## src/rtl/calc_pkg.sv

```systemverilog
// Shared types and the 7-segment glyph table for the calculator display path.
// Pure declarations: no latency, no flow control.
package calc_pkg;

    typedef enum logic [1:0] {
        IDLE  = 2'd0,
        SHIFT = 2'd1,
        DONE  = 2'd2
    } conv_state_t;

    // Segment order is {g,f,e,d,c,b,a}; bit0 drives segment a.
    localparam logic [6:0] SEG_LUT [0:9] = '{
        7'h3F, 7'h06, 7'h5B, 7'h4F, 7'h66,
        7'h6D, 7'h7D, 7'h07, 7'h7F, 7'h6F
    };

    localparam logic [6:0] SEG_OFF = 7'h00;

    function automatic logic [6:0] seg_of(input logic [3:0] digit);
        logic [6:0] seg;
        seg = SEG_OFF;
        if (digit <= 4'd9) begin
            seg = SEG_LUT[digit];
        end
        return seg;
    endfunction

endpackage

```

## src/rtl/calc_bin2bcd.sv

```systemverilog
// Sequential double-dabble: 8-bit binary to 3 BCD digits, one shift per clock.
// bcd/bcd_valid land 9 edges after the accepting edge; strobes seen while busy are dropped.
module calc_bin2bcd
    import calc_pkg::*;
(
    input  logic        clk,
    input  logic        rst_n,
    input  logic [7:0]  value,
    input  logic        value_valid,
    output logic        busy,
    output logic [11:0] bcd,
    output logic        bcd_valid
);

    conv_state_t r_state;
    conv_state_t w_state_nxt;
    logic [7:0]  r_shift;
    logic [11:0] r_scratch;
    logic [2:0]  r_cnt;
    logic [11:0] r_bcd;
    logic        r_bcd_valid;
    logic [11:0] w_adj;

    // Add-3 correction on every digit that would overflow past 9 after doubling.
    always_comb begin
        w_adj = r_scratch;
        for (int i = 0; i < 3; i++) begin
            if (r_scratch[4*i +: 4] >= 4'd5) begin
                w_adj[4*i +: 4] = r_scratch[4*i +: 4] + 4'd3;
            end
        end
    end

    always_comb begin
        w_state_nxt = r_state;
        case (r_state)
            IDLE:    if (value_valid) w_state_nxt = SHIFT;
            SHIFT:   if (r_cnt == 3'd7) w_state_nxt = DONE;
            DONE:    w_state_nxt = IDLE;
            default: w_state_nxt = IDLE;
        endcase
    end

    // Reset polarity is active-high despite the rst_n name.
    always_ff @(posedge clk or posedge rst_n) begin
        if (rst_n) begin
            r_state     <= IDLE;
            r_shift     <= '0;
            r_scratch   <= '0;
            r_cnt       <= '0;
            r_bcd       <= '0;
            r_bcd_valid <= 1'b0;
        end else begin
            r_state     <= w_state_nxt;
            r_bcd_valid <= 1'b0;
            case (r_state)
                IDLE: begin
                    if (value_valid) begin
                        r_shift   <= value;
                        r_scratch <= '0;
                        r_cnt     <= '0;
                    end
                end
                SHIFT: begin
                    {r_scratch, r_shift} <= {w_adj, r_shift} << 1;
                    r_cnt                <= r_cnt + 3'd1;
                end
                DONE: begin
                    r_bcd       <= r_scratch;
                    r_bcd_valid <= 1'b1;
                end
                default: ;
            endcase
        end
    end

    assign busy      = (r_state != IDLE);
    assign bcd       = r_bcd;
    assign bcd_valid = r_bcd_valid;

endmodule

```

## src/rtl/calc_display_driver.sv

```systemverilog
// Shows the last converted byte in decimal on a 3-digit multiplexed 7-segment display.
// seg/dig_en lag the scan index by one clock; value_valid is ignored while busy (no queueing).
module calc_display_driver
    import calc_pkg::*;
#(
    parameter logic [23:0] REFRESH_DIV    = 24'd10_000,
    parameter logic        SEG_ACTIVE_LOW = 1'b0
) (
    input  logic        clk,
    input  logic        rst_n,
    input  logic [7:0]  value,
    input  logic        value_valid,
    output logic        busy,
    output logic [11:0] bcd,
    output logic        bcd_valid,
    output logic [6:0]  seg,
    output logic [2:0]  dig_en
);

    localparam logic [6:0] SEG_POL   = {7{SEG_ACTIVE_LOW}};
    localparam logic [6:0] SEG_RESET = SEG_LUT[0] ^ SEG_POL;

    logic [23:0] r_refresh;
    logic [1:0]  r_idx;
    logic [2:0]  r_dig_en;
    logic [6:0]  r_seg;
    logic [11:0] w_bcd;
    logic        w_wrap;
    logic [2:0]  w_dig_en_nxt;
    logic [6:0]  w_seg_nxt;

    calc_bin2bcd u_bin2bcd (
        .clk         (clk),
        .rst_n       (rst_n),
        .value       (value),
        .value_valid (value_valid),
        .busy        (busy),
        .bcd         (w_bcd),
        .bcd_valid   (bcd_valid)
    );

    assign w_wrap = (r_refresh >= REFRESH_DIV - 24'd1);

    // Leading-zero blanking: tens shows whenever hundreds or tens is non-zero.
    always_comb begin
        w_dig_en_nxt = 3'b000;
        w_seg_nxt    = SEG_OFF;
        case (r_idx)
            2'd0: begin
                w_dig_en_nxt = 3'b001;
                w_seg_nxt    = seg_of(w_bcd[3:0]);
            end
            2'd1: begin
                if (w_bcd[11:4] != 8'h00) begin
                    w_dig_en_nxt = 3'b010;
                    w_seg_nxt    = seg_of(w_bcd[7:4]);
                end
            end
            2'd2: begin
                if (w_bcd[11:8] != 4'h0) begin
                    w_dig_en_nxt = 3'b100;
                    w_seg_nxt    = seg_of(w_bcd[11:8]);
                end
            end
            default: ;
        endcase
        w_seg_nxt = w_seg_nxt ^ SEG_POL;
    end

    always_ff @(posedge clk or posedge rst_n) begin
        if (rst_n) begin
            r_refresh <= '0;
            r_idx     <= '0;
            r_dig_en  <= 3'b001;
            r_seg     <= SEG_RESET;
        end else begin
            r_dig_en <= w_dig_en_nxt;
            r_seg    <= w_seg_nxt;
            if (w_wrap) begin
                r_refresh <= '0;
                r_idx     <= (r_idx == 2'd2) ? 2'd0 : r_idx + 2'd1;
            end else begin
                r_refresh <= r_refresh + 24'd1;
            end
        end
    end

    assign bcd    = w_bcd;
    assign seg    = r_seg;
    assign dig_en = r_dig_en;

endmodule

```

## config.mk

```make
export PLATFORM = sky130hd
export DESIGN_NAME = calc_display_driver
export DESIGN_NICKNAME = d
export VERILOG_FILES = /design/src/rtl/calc_pkg.sv /design/src/rtl/calc_bin2bcd.sv /design/src/rtl/calc_display_driver.sv
export SDC_FILE = /design/constraint.sdc
export NUM_CORES = 1
export LEC_CHECK = 0
export CAP_MARGIN = 20
export CORE_ASPECT_RATIO = 2
export CORE_MARGIN = 10
export CORE_UTILIZATION = 57
export CTS_CLUSTER_DIAMETER = 30
export DETAILED_ROUTE_END_ITERATION = 8
export HOLD_SLACK_MARGIN = 0.06
export PLACE_DENSITY = 0.78
export SYNTH_ARGS = -nofsm -noshare
export SYNTH_HDL_FRONTEND = slang
export SYNTH_HIERARCHICAL = 1
export SYNTH_SLANG_ARGS = --single-unit
```

## constraint.sdc

```tcl
create_clock -name clk -period 1.95 [get_ports clk]
set_clock_uncertainty 0.2 [all_clocks]
set_input_delay 0.195 -clock clk [delete_from_list [all_inputs] [get_ports clk]]
set_output_delay 0.195 -clock clk [all_outputs]
set_load 0.1 [all_outputs]
```

# ---- Word-level counts from Yosys, hierarchy flattened
# Memories as Yosys holds them, arrays and structs flattened.
# Index checks and enable logic that the tools add are counted.
dict set report word_totals {
  ff_bits 74
  mem_bits_ro 336
  inputBits 11
  output_inout_bits 24
  wordCells 77
  n_memories 3
}
dict set report classes {
  n_addsub 6
  order_cmp 10
  n_eq_ne 7
  mux 30
  bitwise 3
  n_reduce_logical 8
}
# name depth width rd rd_ports_with_merged_regs wr line
set memory_table {}
lappend memory_table {{(no name shown)} 16 7 1 0 0 calc_pkg.sv:23} ;# seg = SEG_LUT[digit];
lappend memory_table {{(no name shown)} 16 7 1 0 0 calc_pkg.sv:23}
lappend memory_table {{(no name shown)} 16 7 1 0 0 calc_pkg.sv:23}
# operator n
set ops {}
lappend ops {{$mux W7} 11}
lappend ops {{$add A24 B1 Y24 const B} 1}
lappend ops {{$ge A24 B14 Y1 const B} 1}
lappend ops {{$mux W24} 1}
lappend ops {{$pmux W12 S2} 1}
lappend ops {{$pmux W7 S3} 1}
lappend ops {{$pmux W8 S2} 1}
lappend ops {{$ge A5 B5 Y1 const B} 3}
lappend ops {{$not A4 Y5} 3}
lappend ops {{$ge A4 B3 Y1 const B} 3}
lappend ops {{$le A4 B4 Y1 const B} 3}
lappend ops {{$mux W12} 1}
lappend ops {{$mux W3} 3}
lappend ops {{$pmux W3 S3} 1}
lappend ops {{$add A4 B2 Y4 const B} 2}
lappend ops {{$mux W2} 4}
lappend ops {{$mux W4} 2}
lappend ops {{$mux W8} 1}
lappend ops {{$reduce_bool A8 Y1} 1}
lappend ops {{$pmux W3 S2} 1}
lappend ops {{$eq A2 B1 Y1 const B} 2}
lappend ops {{$eq A2 B2 Y1 const B} 2}
lappend ops {{$logic_not A2 Y1} 2}
lappend ops {{$pmux W2 S2} 1}
lappend ops {{other kinds (10)} 12}

# ---- Logic depth before layout (Yosys ltp)
dict set report depth {
  ltp_word 7
  depth_mapped 7
  depth_no_buf 6
}

# ---- Modules after synthesis
# Netlist, hierarchy kept.
# mod n_inst cells_per_inst area_per_inst_um2 seq_area_each_um2
set by_module_without_submodules {}
lappend by_module_without_submodules {calc_display_driver 1 192 1976.9 909.6}
lappend by_module_without_submodules {calc_bin2bcd 1 166 1856.8 950.9}

# ---- Worst setup path before layout
# OpenSTA, ideal clock, no wires.
dict set report synth_timing {
  path_kind {register to register}
  start {register u_bin2bcd.r_bcd[0], in the netlist u_bin2bcd/bcd[0]}
  end {register r_seg[4], in the netlist seg[4]}
  setup_time_ns 0.083
  arrival_time_ns 2.107
  required_ns 1.667
  slack_ns -0.441
  path_stages_with_launch 7
  path_buffers 0
  synth_period_minus_slack_ns 2.391
  cell_sequence {dfrtp_1 -> inv_1 -> ha_1 -> o21bai_1 -> a21boi_2 -> o311a_1 -> a221o_1}
}
dict set report synth_between {
  elab_chain_len 6
  word_cells_on_any_way 7
  cone_classes {1 x order compare; 4 x mux; 1 x bitwise; 1 x memory}
}
# item line
set synth_rtl {}
lappend synth_rtl {{start, declared} calc_bin2bcd.sv:20} ;# logic [11:0] r_bcd;
lappend synth_rtl {{start signal, assigned} calc_bin2bcd.sv:69} ;# r_bcd <= r_scratch;
lappend synth_rtl {{$not A4 Y5 (not written as such)} calc_pkg.sv:23}
lappend synth_rtl {{$mem_v2 Z16 W7} -}
lappend synth_rtl {{$mux W7 (not written as such) (2 in a row)} calc_pkg.sv:23}
lappend synth_rtl {{$mux W7 *} calc_pkg.sv:22} ;# if (digit <= 4'd9) begin
lappend synth_rtl {{$pmux W7 S3 *} calc_display_driver.sv:48} ;# case (r_idx)
lappend synth_rtl {{net w_seg_nxt[4]} calc_display_driver.sv:30} ;# logic [6:0] w_seg_nxt;
lappend synth_rtl {{end signal, assigned} calc_display_driver.sv:78} ;# r_seg <= w_seg_nxt;
lappend synth_rtl {{end, declared} calc_display_driver.sv:26} ;# logic [6:0] r_seg;
# Mark *: on every way through the listed nets, which the timed path passes. The rest lies on a longest branch. The select of a mux whose other input is x is not followed.
# A chain may end at the register's enable or synchronous reset.

# ---- Worst setup path in the final report
# Same ends and word-level chain as after synthesis.

==> metrics.txt <==
# TYPE chip_impl_metric gauge
chip_impl_info{name="synth.most_common_cell",value="sky130_fd_sc_hd__dfrtp_1"} 1
chip_impl_metric{name="final_core_util",unit=""} 0.734
chip_impl_info{name="synth_top_flop_cell",value="sky130_fd_sc_hd__dfrtp_1"} 1
chip_impl_metric{name="row_count",unit=""} 42
chip_impl_metric{name="p_leak",unit="nW"} 2.20
chip_impl_metric{name="portBuffers",unit=""} 34
chip_impl_metric{name="irDropWorstVdd",unit="mV"} 1.02
chip_impl_metric{name="cts_made_buffers",unit=""} 9
chip_impl_metric{name="netlist_area",unit="um^2"} 3830
chip_impl_metric{name="nets",unit=""} 446
chip_impl_info{name="tritoncts_clock_tree",value="done"} 1
chip_impl_metric{name="floorplan.initialDensity",unit=""} 0.584
chip_impl_info{name="crit_path_end_kind",value="flop"} 1
chip_impl_metric{name="cts-root-to-sink-buffers",unit=""} 2
chip_impl_metric{name="first_pass_grt_wire_length",unit="um"} 13600
chip_impl_metric{name="period_needed",unit="ns"} 1.83
chip_impl_metric{name="routabilityCongestion",unit=""} 1.03
chip_impl_info{name="synth.area.top_cells",value="sky130_fd_sc_hd__dfrtp_1, sky130_fd_sc_hd__ha_1, sky130_fd_sc_hd__dfstp_2"} 1
chip_impl_metric{name="routedWlPerCell",unit="um"} 16.4
chip_impl_metric{name="first_global_vias",unit=""} 2925
chip_impl_metric{name="number_of_endpoints_with_negative_hold_slack_in_the_final_report",unit=""} 0
chip_impl_info{name="status",value="finished clean"} 1
chip_impl_info{name="crit_start",value="u_bin2bcd/bcd[0]"} 1
chip_impl_metric{name="synth.lib_cells_used.distinct",unit=""} 56
chip_impl_metric{name="grt_start_max_net_pins",unit=""} 39
chip_impl_metric{name="areaGrowthSynthToFinish",unit="%"} 25.8
chip_impl_metric{name="dieArea",unit="um^2"} 10600
chip_impl_metric{name="syn-mean-instance-area",unit="um^2"} 10.7
chip_impl_metric{name="min_period_over_period",unit=""} 0.940
chip_impl_metric{name="cp_data_arrival_time",unit="ns"} 1.89
chip_impl_metric{name="synth_enable_flop_cells",unit=""} 0
chip_impl_metric{name="clkSlewWorstSetupHoldPaths",unit="ns"} 0.06
chip_impl_info{name="root_driver",value="sky130_fd_sc_hd__clkbuf_16"} 1
chip_impl_metric{name="worst-r2r-setup-slack",unit="ns"} 0.12
chip_impl_info{name="timing.critical_path.from_type",value="flop"} 1
chip_impl_metric{name="synth_seq_area_share",unit=""} 0.485
chip_impl_info{name="grt_setup_unrepaired",value="no"} 1
chip_impl_metric{name="timing.critical_path.buf_inv",unit=""} 1
chip_impl_metric{name="slowest_delay",unit="ns"} 0.46
chip_impl_metric{name="htreeDepth",unit=""} 3
chip_impl_metric{name="post_cts_hold_buffer_count",unit=""} 0
chip_impl_metric{name="floorplan.core_area",unit="um^2"} 6570
chip_impl_info{name="cell_by_cell_trace_of_the_critical_path",value="inv_1 > ha_1 > o21bai_1 > a21boi_2 > o311a_1 > a221o_1"} 1
chip_impl_metric{name="gr-total-overflow",unit=""} 0
chip_impl_metric{name="viasPerCell",unit=""} 5.69
chip_impl_metric{name="cellPowerDensity",unit="nW/um^2"} 1730
chip_impl_metric{name="drive_above_1_share",unit=""} 0.215
chip_impl_metric{name="yosysWarningCount",unit=""} 6
chip_impl_metric{name="worst_case_reg_to_reg_path_depth",unit=""} 6
chip_impl_metric{name="critPathRequiredTime",unit="ns"} 2.01
chip_impl_metric{name="hold_ws",unit="ns"} 0.0831
chip_impl_metric{name="syn-instance-count",unit=""} 358
chip_impl_info{name="worstReg2RegStart",value="u_bin2bcd/bcd[0]"} 1
chip_impl_info{name="slowest_stage_cell_cp",value="sky130_fd_sc_hd__dfrtp_4"} 1
chip_impl_info{name="yosysTopAreaCell",value="sky130_fd_sc_hd__dfrtp_1"} 1
chip_impl_metric{name="place.detailed.hpwl",unit="um"} 6150
chip_impl_metric{name="max_cap_violations",unit=""} 0
chip_impl_metric{name="numClockSinks",unit=""} 74
chip_impl_metric{name="yosysTopAreaCellShare",unit=""} 0.437
chip_impl_info{name="synth_commonest_cells",value="sky130_fd_sc_hd__dfrtp_1, sky130_fd_sc_hd__ha_1, sky130_fd_sc_hd__inv_1"} 1
chip_impl_metric{name="ant_nets",unit=""} 0
chip_impl_metric{name="detailroute.via_count",unit=""} 2849
chip_impl_info{name="top_family_by_delay_on_critical_path",value="compound AO/OA/AOI/OAI gates"} 1
chip_impl_metric{name="route.detailed.drc",unit=""} 0
chip_impl_metric{name="dr.pass1.iters",unit=""} 4
chip_impl_metric{name="totalWireLength",unit="um"} 8230
chip_impl_info{name="hold_path.class",value="primary input to asynchronous set/reset pin"} 1
chip_impl_metric{name="clk_latency",unit="ns"} 0.34
chip_impl_metric{name="antenna_found_initial",unit=""} 0
chip_impl_metric{name="fill_cells",unit=""} 455
chip_impl_metric{name="chipHeight",unit="um"} 136
chip_impl_info{name="reg2reg_to",value="seg[4]"} 1
chip_impl_metric{name="achievable-frequency",unit="MHz"} 546
chip_impl_metric{name="grt.total_usage",unit=""} 0.163
chip_impl_info{name="worst-setup-path-type",value="flop to flop"} 1
chip_impl_metric{name="floorplan.die.width",unit="um"} 78.0
chip_impl_metric{name="final_slew_viol_count",unit=""} 0
chip_impl_metric{name="setup_viol",unit=""} 0
chip_impl_metric{name="drt_first_iter_violations",unit=""} 178
chip_impl_metric{name="synth.ff_latch_count",unit=""} 74
chip_impl_metric{name="antennaDiodeCount",unit=""} 0
chip_impl_metric{name="async_flop_share",unit=""} 1.00
chip_impl_metric{name="pin_count",unit=""} 35
chip_impl_metric{name="critPathMaxFanout",unit=""} 7
## state kept, by name, indices dropped and copies added (netlist names)
register,flops
dig_en,3
r_idx,2
r_refresh,24
seg,7
u_bin2bcd/bcd,12
u_bin2bcd/bcd_valid,1
u_bin2bcd/r_cnt,3
u_bin2bcd/r_scratch,12
u_bin2bcd/r_shift,8
u_bin2bcd/r_state,2
## worst register-to-register path, delay by kind of cell (launching register included)
family | cells | cell delay [ns]
buffers and inverters | 1 | 0.09
adders and majority gates | 1 | 0.21
DFF | 1 | 0.46
AOI/OAI and AO/OA | 4 | 0.80
## stage by stage
| stage | setup slack, ns | power [W] | instances | area (um^2) | TNS, ns |
|---|---|---|---|---|---|
| floorplan | -0.00430 | 0.00540 | 367 | 3900 | -0.00430 |
| global placement | 0.117 | 0.00662 | 483 | 4510 | 0 |
| detailed placement | 0.0601 | 0.00674 | 483 | 4510 | 0 |
| CTS | 0.0337 | 0.00830 | 499 | 4780 | 0 |
| global route | 0.0134 | 0.00880 | 501 | 4820 | 0 |
| finish | 0.117 | 0.00835 | 501 | 4820 | 0 |
## report_power, final
| part | switching (W) | leakage, nW | internal [W] |
|---|---|---|---|
| logic | 0.00262 | 1.13 | 0.00168 |
| registers | 0.000496 | 0.931 | 0.00206 |
| clock network | 0.000610 | 0.135 | 0.000890 |
| total | 0.00372 | 2.20 | 0.00462 |
## per-layer routing
metal	vias to the layer above	wire, um	global-route usage
met5	-	0	0
met4	0	367	0.104
met3	28	320	0.0463
met2	75	4670	0.304
met1	1400	2870	0.148
li1	1346	-	-
## timing repair
action                                  CTS  global route
buffers inserted                          0             2
resized for setup                         0             8
endpoints found under the setup margin    0            16
hold endpoints to repair                  0             0
## cell usage in the layout (no fill, tap or decap), types with 3 or more instances in the layout
cell type                         instances
sky130_fd_sc_hd__dfrtp_1                 56
sky130_fd_sc_hd__nor2_1                  25
sky130_fd_sc_hd__nand2_1                 25
sky130_fd_sc_hd__ha_1                    25
sky130_fd_sc_hd__inv_1                   23
sky130_fd_sc_hd__o21ai_0                 21
sky130_fd_sc_hd__buf_12                  20
sky130_fd_sc_hd__buf_4                   16
sky130_fd_sc_hd__a21oi_1                 13
sky130_fd_sc_hd__xor2_1                  10
sky130_fd_sc_hd__clkdlybuf4s50_1         10
sky130_fd_sc_hd__conb_1                  10
sky130_fd_sc_hd__clkbuf_16                9
sky130_fd_sc_hd__mux2_1                   9
sky130_fd_sc_hd__nand4_1                  7
sky130_fd_sc_hd__nor2b_1                  7
sky130_fd_sc_hd__nand2b_1                 7
sky130_fd_sc_hd__o221ai_1                 7
sky130_fd_sc_hd__dfstp_2                  7
sky130_fd_sc_hd__and3b_1                  7
sky130_fd_sc_hd__o2111ai_1                6
sky130_fd_sc_hd__dfrtp_4                  6
sky130_fd_sc_hd__and2_1                   5
sky130_fd_sc_hd__o211ai_1                 5
sky130_fd_sc_hd__dfrtp_2                  5
sky130_fd_sc_hd__nor3_1                   4
sky130_fd_sc_hd__mux2i_1                  4
sky130_fd_sc_hd__o31ai_1                  4
sky130_fd_sc_hd__nand3_1                  3
sky130_fd_sc_hd__xnor2_1                  3
sky130_fd_sc_hd__clkinv_2                 3
sky130_fd_sc_hd__a32o_1                   3
sky130_fd_sc_hd__mux2_2                   3
sky130_fd_sc_hd__o21a_1                   3
## logic make-up (layout without fill, tap and decap cells)
logic type	Yosys count	in the layout	synth area share
AO/OA/AOI/OAI	79	79	0.144
flip-flops	74	74	0.485
buffers and inverters	42	88	0.0535
AND/OR/NAND/NOR	104	104	0.145
XOR/XNOR	13	13	0.0297
adder cells (fa/ha/maj)	27	27	0.0881
other	1	10	0.000978
multiplexers	18	18	0.0535
## how the worst max path moves through the flow
stage | endpoint | slack [ns] | cells past startpoint
after global routing | seg[4] | 0.01 | 6
after floorplan | seg[4] | -0.004 | 6
after CTS | seg[1] | 0.03 | 6
final | seg[4] | 0.12 | 6
after detailed placement | seg[4] | 0.06 | 6
after global placement | seg[4] | 0.12 | 6
## area by class of cell
type | count | area (um^2) | share of cell area
Sequential cell | 74 | 1890 | 0.392
Multi-Input combinational cell | 251 | 1830 | 0.379
Timing Repair Buffer | 46 | 621 | 0.129
Clock buffer | 11 | 243 | 0.0503
Tap cell | 88 | 110 | 0.0228
Inverter | 26 | 100 | 0.0207
Clock inverter | 5 | 31.3 | 0.00648
Note: power is estimated with default switching activity, not from simulation.
